## src/rtl/lector_adc_temperatura.sv

```systemverilog
// Serial ADC reader: periodic 16-clock SPI frame, 8-bit code truncated to a
// 5-bit temperature with one-cycle ready/error pulses.
module lector_adc_temperatura #(
   parameter int CLK_DIV       = 4,
   parameter int SAMPLE_PERIOD = 1000
) (
   input  logic       clk,
   input  logic       rst,
   input  logic       SDATA,
   output logic       SCLK,
   output logic       CS_n,
   output logic [4:0] Temperatura,
   output logic       DatosListos,
   output logic       ErrorTrama,
   output logic       Ocupado
);

   localparam int PW = $clog2(SAMPLE_PERIOD);
   localparam int DW = $clog2(CLK_DIV);

   typedef enum logic [1:0] {
      REPOSO,
      SETUP,
      TRAMA,
      FIN
   } estado_t;

   estado_t       estado_q, estado_d;
   logic [PW-1:0] per_q, per_d;
   logic [DW-1:0] div_q, div_d;
   logic [4:0]    flancos_q, flancos_d;
   logic [15:0]   sr_q, sr_d;
   logic          sclk_q, sclk_d;
   logic          cs_n_q, cs_n_d;
   logic [4:0]    temp_q, temp_d;
   logic          dl_q, dl_d;
   logic          err_q, err_d;
   logic          ocup_q, ocup_d;

   logic tick;
   logic div_fin;

   assign tick    = (per_q == PW'(SAMPLE_PERIOD - 1));
   assign div_fin = (div_q == DW'(CLK_DIV - 1));

   always_comb begin
      estado_d  = estado_q;
      per_d     = tick ? '0 : per_q + PW'(1);
      div_d     = div_q;
      flancos_d = flancos_q;
      sr_d      = sr_q;
      sclk_d    = sclk_q;
      cs_n_d    = cs_n_q;
      temp_d    = temp_q;
      dl_d      = 1'b0;
      err_d     = 1'b0;
      unique case (estado_q)
         REPOSO: begin
            sclk_d = 1'b1;
            cs_n_d = 1'b1;
            if (tick) begin
               estado_d = SETUP;
               cs_n_d   = 1'b0;
               div_d    = '0;
            end
         end
         SETUP: begin
            div_d = div_q + DW'(1);
            if (div_fin) begin
               estado_d  = TRAMA;
               div_d     = '0;
               sclk_d    = 1'b0;
               flancos_d = 5'd0;
            end
         end
         TRAMA: begin
            div_d = div_q + DW'(1);
            if (div_fin) begin
               div_d = '0;
               if (!sclk_q) begin
                  // sample on the same edge that raises SCLK
                  sclk_d    = 1'b1;
                  sr_d      = {sr_q[14:0], SDATA};
                  flancos_d = flancos_q + 5'd1;
               end else if (flancos_q == 5'd16) begin
                  estado_d = FIN;
                  sclk_d   = 1'b1;
                  cs_n_d   = 1'b1;
                  if (sr_q[15:13] == 3'b000) begin
                     temp_d = sr_q[12:8];
                     dl_d   = 1'b1;
                  end else begin
                     err_d = 1'b1;
                  end
               end else begin
                  sclk_d = 1'b0;
               end
            end
         end
         FIN: begin
            estado_d = REPOSO;
         end
      endcase
      ocup_d = ~cs_n_d;
   end

   always_ff @(posedge clk) begin
      if (!rst) begin
         estado_q  <= REPOSO;
         per_q     <= '0;
         div_q     <= '0;
         flancos_q <= 5'd0;
         sr_q      <= 16'd0;
         sclk_q    <= 1'b1;
         cs_n_q    <= 1'b1;
         temp_q    <= 5'd0;
         dl_q      <= 1'b0;
         err_q     <= 1'b0;
         ocup_q    <= 1'b0;
      end else begin
         estado_q  <= estado_d;
         per_q     <= per_d;
         div_q     <= div_d;
         flancos_q <= flancos_d;
         sr_q      <= sr_d;
         sclk_q    <= sclk_d;
         cs_n_q    <= cs_n_d;
         temp_q    <= temp_d;
         dl_q      <= dl_d;
         err_q     <= err_d;
         ocup_q    <= ocup_d;
      end
   end

   assign SCLK        = sclk_q;
   assign CS_n        = cs_n_q;
   assign Temperatura = temp_q;
   assign DatosListos = dl_q;
   assign ErrorTrama  = err_q;
   assign Ocupado     = ocup_q;

endmodule

```

## config.mk

```make
export PLATFORM = sky130hd
export DESIGN_NAME = lector_adc_temperatura
export DESIGN_NICKNAME = d
export VERILOG_FILES = /design/src/rtl/lector_adc_temperatura.sv
export SDC_FILE = /design/constraint.sdc
export NUM_CORES = 1
export LEC_CHECK = 0
export ABC_CLOCK_PERIOD_IN_PS = 1900
export CAP_MARGIN = 20
export CORE_MARGIN = 3
export CORE_UTILIZATION = 45
export DETAILED_ROUTE_END_ITERATION = 8
export HOLD_SLACK_MARGIN = 0.02
export PLACE_DENSITY = 0.62
export REMOVE_ABC_BUFFERS = 1
export SYNTH_ARGS = -nofsm -noshare
export SYNTH_HDL_FRONTEND = slang
export SYNTH_SLANG_ARGS = --single-unit
```

## constraint.sdc

```tcl
create_clock -name clk -period 1.9 [get_ports clk]
set_clock_uncertainty 0.15 [all_clocks]
set_input_delay 0.38 -clock clk [delete_from_list [all_inputs] [get_ports clk]]
set_output_delay 0.38 -clock clk [all_outputs]
set_load 0.05 [all_outputs]
```

==> metrics.txt <==
# TYPE chip_impl_metric gauge
chip_impl_metric{name="max-vdd-ir-drop",unit="mV"} 0.407
chip_impl_metric{name="synth_enable_flop_cells",unit=""} 0
chip_impl_metric{name="report.final.hold_viol_count",unit=""} 0
chip_impl_metric{name="first_pass_iters",unit=""} 4
chip_impl_metric{name="numPortBuffers",unit=""} 12
chip_impl_metric{name="critical_path.max_stage_delay",unit="ns"} 0.50
chip_impl_metric{name="timing.critical_path.fanout_max",unit=""} 6
chip_impl_metric{name="clock_latency_late_sink",unit="ns"} 0.30
chip_impl_metric{name="grt_usage",unit=""} 0.145
chip_impl_metric{name="gr-total-overflow",unit=""} 0
chip_impl_metric{name="cts.sink_count",unit=""} 45
chip_impl_metric{name="ant_nets",unit=""} 0
chip_impl_metric{name="max_fclk",unit="MHz"} 548
chip_impl_metric{name="areaGrowthSynthToFinish",unit="%"} 16.6
chip_impl_metric{name="clkTransAtPathRegs",unit="ns"} 0.09
chip_impl_info{name="status",value="complete, no violations"} 1
chip_impl_metric{name="finalWorstPathRequiredPeriod",unit="ns"} 1.82
chip_impl_metric{name="hold-worst-slack",unit="ns"} 0.306
chip_impl_metric{name="sequential_to_total_area_share_from_yosys_stat",unit=""} 0.472
chip_impl_metric{name="setup_violations",unit=""} 0
chip_impl_metric{name="relSlewSlack",unit=""} 0.622
chip_impl_metric{name="total_power",unit="W"} 0.00176
chip_impl_metric{name="post-place-ws",unit="ns"} 0.0228
chip_impl_metric{name="post_synth_instance_area",unit="sq um"} 1910
chip_impl_metric{name="postLayoutCellArea",unit="sq um"} 2230
chip_impl_metric{name="dpl_cell_area",unit="sq um"} 2120
chip_impl_metric{name="detailed_place_hpwl",unit="mm"} 2.50
chip_impl_metric{name="worst-r2r-setup-slack",unit="ns"} 0.08
chip_impl_info{name="final_common_cell",value="sky130_fd_sc_hd__dfxtp_1"} 1
chip_impl_metric{name="powerDensity",unit="nW/um^2"} 792
chip_impl_info{name="clockRootBuffer",value="sky130_fd_sc_hd__clkbuf_8"} 1
chip_impl_metric{name="floorplan.initialDensity",unit=""} 0.471
chip_impl_info{name="synth_ff_type",value="sky130_fd_sc_hd__dfxtp_1"} 1
chip_impl_metric{name="final_core_area_utilization",unit=""} 0.549
chip_impl_metric{name="final.fill_count",unit=""} 369
chip_impl_metric{name="drt-wirelength-per-cell",unit="um"} 12.4
chip_impl_info{name="worstSetupPathType",value="reg2reg"} 1
chip_impl_metric{name="die_y",unit="um"} 71.1
chip_impl_metric{name="cp.arrival",unit="ns"} 1.90
chip_impl_metric{name="antenna_found_initial",unit=""} 0
chip_impl_metric{name="clk_path_buf_depth",unit=""} 2
chip_impl_metric{name="grt_pass1_wl",unit="mm"} 5.89
chip_impl_metric{name="remaining_drc_errors",unit=""} 0
chip_impl_metric{name="synth_warnings",unit=""} 0
chip_impl_metric{name="std_cell_rows",unit=""} 23
chip_impl_metric{name="finalCritPeriodShare",unit=""} 0.960
chip_impl_metric{name="via_count_of_the_first_global_routing_pass",unit=""} 1387
chip_impl_metric{name="cts_buffers",unit=""} 5
chip_impl_metric{name="postLayoutSetupSlackWorst",unit="ns"} 0.0761
chip_impl_metric{name="vias_per_cell",unit=""} 5.32
chip_impl_metric{name="total_leakage_power",unit="nW"} 0.792
chip_impl_metric{name="drt_first_iter_violations",unit=""} 88
chip_impl_metric{name="drv_slew",unit=""} 0
chip_impl_metric{name="core",unit="sq um"} 4060
chip_impl_metric{name="synth_cell_types",unit=""} 43
chip_impl_metric{name="num-nets-final",unit=""} 244
chip_impl_metric{name="die_w",unit="um"} 71.1
chip_impl_metric{name="cts-hold-fix-buffers",unit=""} 0
chip_impl_metric{name="tightestPinTransition",unit="ns"} 0.564
chip_impl_info{name="mostFrequentLayoutCells",value="sky130_fd_sc_hd__dfxtp_1 (44), sky130_fd_sc_hd__nand2_1 (42), sky130_fd_sc_hd__nor2_1 (21), sky130_fd_sc_hd__a21oi_1 (21), sky130_fd_sc_hd__buf_4 (16)"} 1
chip_impl_metric{name="detail_route.wirelength",unit="mm"} 3.52
chip_impl_metric{name="synth_instances",unit=""} 214
chip_impl_metric{name="dieArea",unit="sq um"} 5060
chip_impl_metric{name="cp_data_required_time",unit="ns"} 1.98
chip_impl_info{name="crit_path_top_delay_cell",value="sky130_fd_sc_hd__or4_1"} 1
chip_impl_metric{name="postSynthRegisterBits",unit=""} 45
chip_impl_metric{name="antennaDiodeCount",unit=""} 0
chip_impl_metric{name="grt_start_max_net_pins",unit=""} 24
chip_impl_metric{name="routability_congestion",unit=""} 0.808
chip_impl_info{name="tritoncts",value="yes"} 1
chip_impl_metric{name="synthArstFlopShare",unit=""} 0
chip_impl_metric{name="timing.max_cap.violations",unit=""} 0
chip_impl_info{name="timing.critical_path.from_type",value="register"} 1
chip_impl_metric{name="layout-drive-gt1-share",unit=""} 0.179
chip_impl_metric{name="vias",unit=""} 1510
chip_impl_info{name="path_category_of_the_worst_min_delay_check",value="reg2reg"} 1
chip_impl_info{name="path_cells",value="inv_1 -> ha_2 -> nor2b_2 -> o21ai_2 -> or4_1 -> a21oi_1"} 1
chip_impl_metric{name="io_pins",unit=""} 13
chip_impl_metric{name="synth.avg_cell_area",unit="sq um"} 8.92
chip_impl_metric{name="h-tree-depth",unit=""} 2
chip_impl_info{name="critical_path.endpoint_type",value="register"} 1
[worst max-delay path, delay by kind of cell, from the launching register on]
| kind | cells | cell delay, ns |
|---|---|---|
| AND/OR/NAND/NOR | 2 | 0.68 |
| flip-flops | 1 | 0.35 |
| AO/OA/AOI/OAI | 2 | 0.28 |
| adder cells (fa/ha/maj) | 1 | 0.21 |
| buffers and inverters | 1 | 0.09 |
[report_power, final]
group	switching [W]	internal [W]	leakage, nW
clock network	0.000331	0.000261	0.0445
registers	0.0000138	0.000962	0.364
logic	0.000117	0.0000779	0.384
[metrics by stage]
| step | cells | TNS, ns |
|---|---|---|
| final | 284 | 0 |
| after CTS | 284 | 0 |
| after floorplan | 206 | 0 |
| after detailed placement | 276 | 0 |
| after global placement | 276 | 0 |
| after global routing | 284 | -0.0195 |
[Yosys cell counts, types with 3 or more instances]
cell,count,area share
sky130_fd_sc_hd__inv_1,7,0.014
sky130_fd_sc_hd__dfxtp_1,45,0.47
sky130_fd_sc_hd__xnor2_1,6,0.028
sky130_fd_sc_hd__clkbuf_1,3,0.0059
sky130_fd_sc_hd__buf_2,4,0.010
sky130_fd_sc_hd__o21ai_0,5,0.013
sky130_fd_sc_hd__nor2_1,21,0.041
sky130_fd_sc_hd__a21oi_1,21,0.055
sky130_fd_sc_hd__mux2i_1,6,0.031
sky130_fd_sc_hd__ha_1,8,0.052
sky130_fd_sc_hd__nand3_1,4,0.010
sky130_fd_sc_hd__and3_1,6,0.020
sky130_fd_sc_hd__nand2_1,42,0.083
[routing by layer]
layer,global-route usage,wire (um),share of wire
met5,0,0,0
met4,0.0522,55,0.016
met3,0.0455,148,0.042
met2,0.245,1700,0.48
met1,0.173,1620,0.46
[final timing paths]
path                            start                         to  cells past startpoint
max          estado_q[1]$_SDFFE_PN0P_  flancos_q[3]$_SDFFE_PN0P_                      6
min              sr_q[7]$_SDFFE_PN0P_       sr_q[8]$_SDFFE_PN0P_                      2
max reg2reg  estado_q[1]$_SDFFE_PN0P_  flancos_q[3]$_SDFFE_PN0P_                      6
min reg2reg      sr_q[7]$_SDFFE_PN0P_       sr_q[8]$_SDFFE_PN0P_                      2
[registers in the layout, summed over array words and instances (netlist names), named ones only]
| name | count |
|---|---|
| per_q | 10 |
| sr_q | 16 |
| ErrorTrama | 1 |
| flancos_q | 5 |
| SCLK | 1 |
| Temperatura | 5 |
| DatosListos | 1 |
| estado_q | 2 |
| div_q | 2 |
| Ocupado | 1 |
[final cells by class]
type | instances | area [sq um] | area share
multi-input cells | 153 | 961 | 0.432
flip-flops and latches | 45 | 902 | 0.405
repair buffers | 20 | 180 | 0.0809
clock buffers | 5 | 68.8 | 0.0309
well taps | 50 | 62.6 | 0.0281
inverters | 8 | 30.0 | 0.0135
clock inverters | 3 | 21.3 | 0.00956
[cell families (layout without fill, tap and decap cells)]
logic type                 Yosys count  in the layout  share of synthesized area
DFF                                 45             45                      0.472
muxes                                6              6                     0.0315
adders and majority gates            8              8                     0.0524
xor gates and xnor gates             8              8                     0.0367
buffers and inverters               16             36                     0.0341
and+or+nand+nor                     91             91                      0.233
AOI/OAI and AO/OA                   40             40                      0.140
[repair_timing]
| action | in CTS | in global routing |
|---|---|---|
| endpoints found under the hold margin | 0 | 0 |
| buffers inserted | 0 | 0 |
| resized for setup | 0 | 7 |
| setup endpoints to repair | 0 | 8 |
Note: power is estimated with default switching activity, not from simulation.
